$ cat src/rtl/pixel_cfg_ctrl.sv
// Pixel configuration write sequencer: drives one-hot select, data and a timed write
// strobe into the pixel array, fed by a small request FIFO or a full-array broadcast.
module pixel_cfg_ctrl #(
    parameter int NPIX       = 180,
    parameter int SETUP_CYC  = 1,
    parameter int PULSE_CYC  = 2,
    parameter int HOLD_CYC   = 1,
    parameter int FIFO_DEPTH = 4
) (
    input  logic            sys_clock,
    input  logic            sys_resetn,
    input  logic [7:0]      spi_cfg_addr,
    input  logic [14:0]     spi_cfg_data,
    input  logic            spi_cfg_valid,
    output logic            spi_cfg_ready,
    input  logic            bcast_req,
    input  logic [14:0]     bcast_data,
    input  logic            err_clr,
    output logic [NPIX-1:0] pixel_sel,
    output logic [14:0]     pixel_wdata,
    output logic            pixel_wren,
    output logic            busy,
    output logic            bcast_done,
    output logic            cfg_err
);

    localparam int AW = (FIFO_DEPTH > 1) ? $clog2(FIFO_DEPTH) : 1;
    localparam int CW = $clog2(FIFO_DEPTH + 1);

    localparam logic [CW-1:0]   FIFO_FULL = CW'(FIFO_DEPTH);
    localparam logic [8:0]      NPIX_LIM  = 9'(NPIX);
    localparam logic [7:0]      LAST_IDX  = 8'(NPIX - 1);
    localparam logic [2:0]      SETUP_LD  = 3'(SETUP_CYC - 1);
    localparam logic [2:0]      PULSE_LD  = 3'(PULSE_CYC - 1);
    localparam logic [2:0]      HOLD_LD   = 3'(HOLD_CYC - 1);
    localparam logic [NPIX-1:0] SEL_ONE   = {{(NPIX-1){1'b0}}, 1'b1};

    typedef enum logic [1:0] {
        S_IDLE,
        S_SETUP,
        S_STROBE,
        S_HOLD
    } state_t;

    state_t          state_q, state_d;
    logic [2:0]      cnt_q, cnt_d;
    logic [NPIX-1:0] sel_q, sel_d;
    logic [14:0]     wdata_q, wdata_d;
    logic            wren_q, wren_d;
    logic            busy_q, busy_d;
    logic            done_q, done_d;
    logic            err_q, err_d;
    logic            ready_q, ready_d;

    logic [7:0]      mem_addr_q [FIFO_DEPTH];
    logic [7:0]      mem_addr_d [FIFO_DEPTH];
    logic [14:0]     mem_data_q [FIFO_DEPTH];
    logic [14:0]     mem_data_d [FIFO_DEPTH];
    logic [AW-1:0]   wptr_q, wptr_d;
    logic [AW-1:0]   rptr_q, rptr_d;
    logic [CW-1:0]   count_q, count_d;

    logic            pend_q, pend_d;
    logic            bact_q, bact_d;
    logic [7:0]      bidx_q, bidx_d;
    logic [14:0]     bdata_q, bdata_d;

    logic            push;
    logic            pop;
    logic            new_err;
    logic [7:0]      head_addr;
    logic [14:0]     head_data;
    logic [7:0]      next_idx;

    always_comb begin
        state_d    = state_q;
        cnt_d      = cnt_q;
        sel_d      = sel_q;
        wdata_d    = wdata_q;
        wren_d     = wren_q;
        done_d     = 1'b0;
        mem_addr_d = mem_addr_q;
        mem_data_d = mem_data_q;
        wptr_d     = wptr_q;
        rptr_d     = rptr_q;
        pend_d     = pend_q;
        bact_d     = bact_q;
        bidx_d     = bidx_q;
        bdata_d    = bdata_q;
        pop        = 1'b0;
        new_err    = 1'b0;
        push       = spi_cfg_valid && ready_q;
        head_addr  = mem_addr_q[rptr_q];
        head_data  = mem_data_q[rptr_q];
        next_idx   = bidx_q + 8'd1;

        if (push) begin
            mem_addr_d[wptr_q] = spi_cfg_addr;
            mem_data_d[wptr_q] = spi_cfg_data;
            wptr_d             = wptr_q + AW'(1);
        end

        // A broadcast request is only captured when none is waiting or in flight.
        if (bcast_req && !pend_q && !bact_q) begin
            pend_d  = 1'b1;
            bdata_d = bcast_data;
        end

        case (state_q)
            S_IDLE: begin
                if (pend_q) begin
                    pend_d  = 1'b0;
                    bact_d  = 1'b1;
                    bidx_d  = 8'd0;
                    state_d = S_SETUP;
                    cnt_d   = SETUP_LD;
                    sel_d   = SEL_ONE;
                    wdata_d = bdata_q;
                end else if (count_q != '0) begin
                    pop = 1'b1;
                    if ({1'b0, head_addr} >= NPIX_LIM) begin
                        new_err = 1'b1;
                    end else begin
                        bact_d  = 1'b0;
                        state_d = S_SETUP;
                        cnt_d   = SETUP_LD;
                        sel_d   = SEL_ONE << head_addr;
                        wdata_d = head_data;
                    end
                end
            end
            S_SETUP: begin
                if (cnt_q == 3'd0) begin
                    state_d = S_STROBE;
                    cnt_d   = PULSE_LD;
                    wren_d  = 1'b1;
                end else begin
                    cnt_d = cnt_q - 3'd1;
                end
            end
            S_STROBE: begin
                if (cnt_q == 3'd0) begin
                    state_d = S_HOLD;
                    cnt_d   = HOLD_LD;
                    wren_d  = 1'b0;
                end else begin
                    cnt_d = cnt_q - 3'd1;
                end
            end
            S_HOLD: begin
                if (cnt_q != 3'd0) begin
                    cnt_d = cnt_q - 3'd1;
                end else if (bact_q && (bidx_q != LAST_IDX)) begin
                    // Broadcast steps straight to the next pixel without an idle gap.
                    bidx_d  = next_idx;
                    state_d = S_SETUP;
                    cnt_d   = SETUP_LD;
                    sel_d   = SEL_ONE << next_idx;
                end else begin
                    state_d = S_IDLE;
                    sel_d   = '0;
                    if (bact_q) begin
                        bact_d = 1'b0;
                        done_d = 1'b1;
                    end
                end
            end
            default: begin
                state_d = S_IDLE;
                sel_d   = '0;
                wren_d  = 1'b0;
            end
        endcase

        if (pop) begin
            rptr_d = rptr_q + AW'(1);
        end

        count_d = count_q + CW'(push) - CW'(pop);
        ready_d = (count_d != FIFO_FULL);
        err_d   = (err_q && !err_clr) || new_err;
        busy_d  = (state_d != S_IDLE) || (count_d != '0) || pend_d;
    end

    always_ff @(posedge sys_clock or negedge sys_resetn) begin
        if (!sys_resetn) begin
            state_q    <= S_IDLE;
            cnt_q      <= 3'd0;
            sel_q      <= '0;
            wdata_q    <= 15'd0;
            wren_q     <= 1'b0;
            busy_q     <= 1'b0;
            done_q     <= 1'b0;
            err_q      <= 1'b0;
            ready_q    <= 1'b1;
            wptr_q     <= '0;
            rptr_q     <= '0;
            count_q    <= '0;
            pend_q     <= 1'b0;
            bact_q     <= 1'b0;
            bidx_q     <= 8'd0;
            bdata_q    <= 15'd0;
            for (int i = 0; i < FIFO_DEPTH; i++) begin
                mem_addr_q[i] <= 8'd0;
                mem_data_q[i] <= 15'd0;
            end
        end else begin
            state_q    <= state_d;
            cnt_q      <= cnt_d;
            sel_q      <= sel_d;
            wdata_q    <= wdata_d;
            wren_q     <= wren_d;
            busy_q     <= busy_d;
            done_q     <= done_d;
            err_q      <= err_d;
            ready_q    <= ready_d;
            wptr_q     <= wptr_d;
            rptr_q     <= rptr_d;
            count_q    <= count_d;
            pend_q     <= pend_d;
            bact_q     <= bact_d;
            bidx_q     <= bidx_d;
            bdata_q    <= bdata_d;
            mem_addr_q <= mem_addr_d;
            mem_data_q <= mem_data_d;
        end
    end

    assign spi_cfg_ready = ready_q;
    assign pixel_sel     = sel_q;
    assign pixel_wdata   = wdata_q;
    assign pixel_wren    = wren_q;
    assign busy          = busy_q;
    assign bcast_done    = done_q;
    assign cfg_err       = err_q;

endmodule

$ cat config.mk
export PLATFORM = sky130hd
export DESIGN_NAME = pixel_cfg_ctrl
export DESIGN_NICKNAME = d
export VERILOG_FILES = /design/src/rtl/pixel_cfg_ctrl.sv
export SDC_FILE = /design/constraint.sdc
export NUM_CORES = 1
export LEC_CHECK = 0
export ABC_AREA = 1
export CAP_MARGIN = 20
export CORE_MARGIN = 3
export CORE_UTILIZATION = 55
export CTS_BUF_LIST = sky130_fd_sc_hd__clkbuf_2
export DETAILED_ROUTE_END_ITERATION = 10
export GPL_ROUTABILITY_DRIVEN = 0
export HOLD_SLACK_MARGIN = 0.06
export PLACE_DENSITY_LB_ADDON = 0.12
export SYNTH_ARGS = -nofsm -noshare
export SYNTH_HDL_FRONTEND = slang
export SYNTH_SLANG_ARGS = --single-unit
$ cat constraint.sdc
create_clock -name sys_clock -period 3.8 [get_ports sys_clock]
set_input_delay 0.76 -clock sys_clock [delete_from_list [all_inputs] [get_ports sys_clock]]
set_output_delay 0.76 -clock sys_clock [all_outputs]
set_load 0.02 [all_outputs]
Word level (Yosys, flattened, before mapping)
Index checks and enable logic that the tools add are counted.

storage, ports and cells
  register bits after elaboration = 329
  bits in latches = 0
  RAM bits = 0
  memory bits (read-only) = 0
  bits of input ports = 43
  output and inout bits = 200
  word-level logic and storage cells = 144
  memories = 0

cells by class
  add/subtract/negate cells = 6
  multipliers = 0
  divide/modulo/power cells = 0
  order comparisons = 4
  equality and inequality tests = 15
  shifts and indexed selects = 2
  muxes and demuxes = 64
  bitwise gates (word level) = 2
  reductions and logical operators = 27

operators by type and width
  operator                                                              number
  180-bit 2-to-1 mux                                                    5
  180-bit case mux with 2 select lines                                  1
  1-bit by 8-bit << shifter with 180-bit output (first input constant)  2
  15-bit 2-to-1 mux                                                     6
  60-bit bitwise mux                                                    1
  8-bit 2-to-1 mux                                                      6
  32-bit bitwise mux                                                    1
  15-bit binary-select mux with 2-bit select                            1
  15-bit demux with 2-bit select                                        1
  1-bit 2-to-1 mux                                                      22
  3-bit 2-to-1 mux                                                      7
  8-bit binary-select mux with 2-bit select                             1
  8-bit demux with 2-bit select                                         1
  8-bit case mux with 2 select lines                                    1
  2-bit inequality test (second input constant)                         7
  2-bit 2-to-1 mux                                                      6
  3-bit inequality test (second input constant)                         4
  3-bit case mux with 4 select lines                                    1
  3-bit AND reduction                                                   3
  3-bit nonzero test                                                    3
  8-bit by 1-bit adder with 8-bit output (second input constant)        1
  8-bit >= comparator (second input constant)                           1
  8-bit inequality test (second input constant)                         1
  2-bit case mux with 4 select lines                                    1
  other kinds (18)                                                      36

Logic depth before layout (Yosys ltp)
Gate-level depths: netlist of the first run.

  word-level depth = 12
  mapped depth = 15
  mapped depth without buffers = 14

Worst setup path after synthesis of the first run
Ideal clock, no wire load.

  kind = register -> register
  start = register state_q[0]
  end = register busy_q (netlist: busy)
  library setup time = 0.119 ns
  data arrival time = 2.726 ns
  data required time = 3.681 ns
  slack = 0.955 ns
  cell stages (with the launch flop) = 15
  path buffers = 0
  clock period less this slack = 2.845 ns
  path through = dfrtp_1 -> inv_1 -> ha_1 -> inv_1 -> nor2_1 -> inv_1 -> nor2_1 -> ha_1 -> inv_1 -> ha_1 -> fa_1 -> nor2_1 -> or3b_2 -> nor2_1 -> nand2_1

between the ends
  elaborated cells on any way between the ends = 18
  classes of those cells = 1 x add/sub; 3 x eq/ne; 9 x mux; 5 x reduce/logical

RTL lines
  element                                      RTL line  RTL
  from (decl)                                  45        state_t state_q, state_d;
  from (signal assigned)                       208       state_q <= state_d;
  2-bit logical NOT                            109       case (state_q)
  1-bit 2-to-1 mux                             109
  named net pop                                69        logic pop;
  3-bit by 1-bit subtractor with 3-bit output  179       count_d = count_q + CW'(push) - CW'(pop);
  named net count_d[1]                         61        logic [CW-1:0] count_q, count_d;
  3-bit nonzero test                           182       busy_d = (state_d != S_IDLE) || (count_d != '0) || pend_d;
  1-bit logical OR (2 in series)               182
  named net busy_d                             50        logic busy_q, busy_d;
  to (signal assigned)                         213       busy_q <= busy_d;
  to (decl)                                    50

The timed path passes the listed nets, and every way through them passes these cells.
A chain may end at the register's enable or synchronous reset.

Worst setup path in the final report of the first run
Ends and elaborated chain as after synthesis.

==> impl_metrics.tcl, run 1 <==
set metrics [dict create \
    wl_per_cell_um 17.78 \
    crit_type "reg -> reg" \
    cts.clk_slew.worst_paths_ns 0.11 \
    ys.flop_type "dfrtp_1" \
    seq_area_frac_synth_pct 45.87 \
    ys_ff_latch 329 \
    min_path_type "in -> reg" \
    first_pass_iters 8 \
    track_usage_pct 33.06 \
    syn_area_um2 17950 \
    cts-root-buf "clkbuf_2" \
    cts-buffers-inserted 85 \
    post-route-min-period_ns 3.583 \
    place_area_um2 20640 \
    areaGrowthSynthToFinish_pct 19.47 \
    fin_skew_ns 0.09149 \
    drc 0 \
    grt-ovfl-total 0 \
    period_share_pct 94.30 \
    final_layout_size_suffix_gt1_share_pct 7.847 \
    netlist.area_leader.share_pct 45.72 \
    crit_slowest_cell "fa_1" \
    clkSinkCount 329 \
    ir_drop_mv 0.3275 \
    cp_max_fo 4 \
    antenna_found_initial 1 \
    synth_edf_count 0 \
    cp-start-kind "register" \
    clock_latency_ns 0.96 \
    maxSlewViolCount 0 \
    p_per_area_nw_per_um2 432.1 \
    final_area_um2 21450 \
    finalHoldViolations 0 \
    nFillCells 2898 \
    power_mw 9.267 \
    pre_cts_ws_ns 0.1755 \
    cap_viol_max_count 0 \
    vias 18190 \
    timing.hold.ws_ns 0.4137 \
    critPathMaxStageDelay_ns 0.44 \
    finalSetupTns_ns 0 \
    fin_ws_ns 0.2166 \
    grt_pass1_wl_um 93330 \
    grt_pass1_vias 17470 \
    setup_viol 0 \
    relSlewSlack_pct 23.26 \
    drt_iter0_markers 2412 \
    dp_hpwl_um 40160 \
    synthTopCellsByArea "dfrtp_1 46%, nand2_1 19%, nor2_1 7.2%" \
    status "finished, final reports clean" \
    die_h_um 186.7 \
    grt_max_degree 95 \
    end_kind "register" \
    cts_tree "yes" \
    crit_chain "inv_1, ha_1, inv_1, nor2_1, inv_1, nor2_2, ha_1, inv_1, ha_1, fa_1, nor2_1, or3b_2, nor2_1, nand2_1" \
    yosysWarnings 0 \
    vias_per_cell 5.548 \
    ant_nets 0 \
    initial_core_util_pct 56.31 \
    cts_max_level 3 \
    arrival_ns 4.43 \
    clk_path_buf_depth 3 \
    syn_avg_cell_area_um2 7.004 \
    chipWidth_um 186.7 \
    port_buffers 242 \
    fmax_mhz 279.1 \
    worstPathRequired_ns 4.65 \
    timing.critical_path.mode_cell "inv_1" \
    cts_setup_buffers 0 \
    design.core.area_um2 31880 \
    power_leakage_nw 11.15 \
    rows 65 \
    worst_pin_slew_ns 1.150 \
    finish.net_count 2847 \
    rsz0062_at_grt "no" \
    synth_nets 2623 \
    finalWirelength_um 58290 \
    netlist_instances 2563 \
    netlist-cell-type-count 35 \
    num_io_pins 243 \
    post-synth-top-area-cell "dfrtp_1" \
    die_area_um2 34840 \
    async_flop_share_pct 100.0 \
]
Yosys cell counts, types with 2 or more instances:
cell type,number
nand2_1,922
nand4_1,39
nor3_4,2
buf_1,8
clkbuf_1,78
buf_2,41
a31oi_1,2
ha_1,16
mux2i_1,15
nand2_4,2
nor3_1,27
inv_1,251
o21ai_0,202
buf_6,4
nand2_2,4
inv_2,7
mux2_2,15
o21ai_1,15
buf_4,19
nand3_1,167
xor2_1,4
o22ai_1,27
clkinv_1,5
nor2_1,342
a21oi_1,8
dfrtp_1,328
nor2_2,5
final timing paths:
kind,depth (start not counted),slack (ns),endpoint,start
hold reg to reg,2,0.49,pixel_sel[166],pixel_sel[166]
setup reg to reg,14,0.22,busy,state_q[0]
min in group asynchronous,2,0.47,pixel_sel[24],sys_resetn
max in group asynchronous,3,2.42,spi_cfg_ready,sys_resetn
setup / recovery,14,0.22,busy,state_q[0]
hold / removal,2,0.41,bdata_q[14],bcast_data[14]
power by group:
part	switching, mW	internal (mW)	leakage (nW)
registers	0.282	3.98	4.42
clock network	1.52	1.06	0.592
logic	1.80	0.621	6.14
total	3.61	5.66	11.2
area by class of cell:
type | instances | area, um^2 | share of cell area [%]
inverter | 263 | 987.2 | 4.603
antenna | 2 | 5.005 | 0.02334
timing repair buffer | 287 | 2843 | 13.26
multi-input combinational | 1821 | 8044 | 37.51
sequential | 329 | 8234 | 38.40
clock buffer | 120 | 600.6 | 2.800
clock inverter | 22 | 187.7 | 0.8751
tap | 435 | 544.3 | 2.538
cell families (layout without fill, tap and decap cells):
group / Yosys count / after routing / synth area share, %
adder cells (fa/ha/maj): 17 / 17 / 1.227
buffers and inverters: 413 / 692 / 9.486
flip-flops: 329 / 329 / 45.87
AND/OR/NAND/NOR: 1513 / 1513 / 33.98
XOR/XNOR: 6 / 6 / 0.3346
multiplexers: 30 / 30 / 1.777
AO/OA/AOI/OAI: 255 / 255 / 7.326
other: 0 / 2 / 0
layer usage:
metal	up-vias	GRT usage, %	part of all wire, %
met5	-	0	0
met2	1121	51.23	44
li1	8438	-	-
met4	0	15.73	5.0
met3	219	8.585	11
met1	8414	43.66	39
per-stage QoR:
| stage | utilization [%] | instances |
|---|---|---|
| after floorplan | - | 2563 |
| after global placement | 64.74 | 3134 |
| after detailed placement | 64.74 | 3134 |
| after CTS | 67.24 | 3277 |
| after global routing | 67.26 | 3278 |
| final | 67.27 | 3279 |
cell usage in the layout, fill, tap and decap left out, types with 3 or more instances in the layout:
cell	Yosys	final
a21oi_1	8	8
buf_12	0	6
buf_4	19	38
bufinv_16	0	3
clkbuf_2	0	120
clkdlybuf4s50_1	0	241
clkinv_1	5	14
clkinv_2	0	6
dfrtp_1	328	328
ha_1	16	16
inv_1	251	251
inv_2	7	7
inv_6	0	3
mux2_2	15	15
mux2i_1	15	15
nand2_1	922	922
nand2_2	4	4
nand3_1	167	167
nand4_1	39	39
nor2_1	342	338
nor2_2	5	8
nor3_1	27	27
o21ai_0	202	202
o21ai_1	15	15
o22ai_1	27	27
xor2_1	4	3
worst max-delay path: cells and delay by family (launching register included):
kind          cells  cell delay [ns]
simple gates      6             1.46
fa+ha+maj         4             1.11
buf+inv           4             0.49
flops             1             0.43
flip-flops by register name, indices dropped and copies added (netlist names):
| signal | cells |
|---|---|
| bact_q | 1 |
| bcast_done | 1 |
| bidx_q | 8 |
| spi_cfg_ready | 1 |
| wptr_q | 2 |
| count_q | 3 |
| rptr_q | 2 |
| mem_addr_q | 32 |
| bdata_q | 15 |
| pixel_sel | 180 |
| pixel_wdata | 15 |
| cfg_err | 1 |
| pixel_wren | 1 |
| pend_q | 1 |
| busy | 1 |
| cnt_q | 3 |
| mem_data_q | 60 |
| state_q | 2 |
what timing repair did:
item | in CTS | in global routing
setup endpoints to repair | 0 | 1
resized for setup | 0 | 1
endpoints found under the hold margin | 90 | 0
hold buffers | 1 | 0
Note: power is estimated with default switching activity, not from simulation.
==> inputs of run 2 (changes only) <==
==> constraint.sdc (replaced) <==
create_clock -name sys_clock -period 3.8 [get_ports sys_clock]
set_input_delay 0.76 -clock sys_clock [delete_from_list [all_inputs] [get_ports sys_clock]]
set_output_delay 0.76 -clock sys_clock [all_outputs]
set_load 0.05 [all_outputs]
==> results of run 2 <==
Same layout as run 1 (identical final DEF). Status: finished, final reports clean.
Main changes from that run: total power 9.267 mW -> 9.273 mW
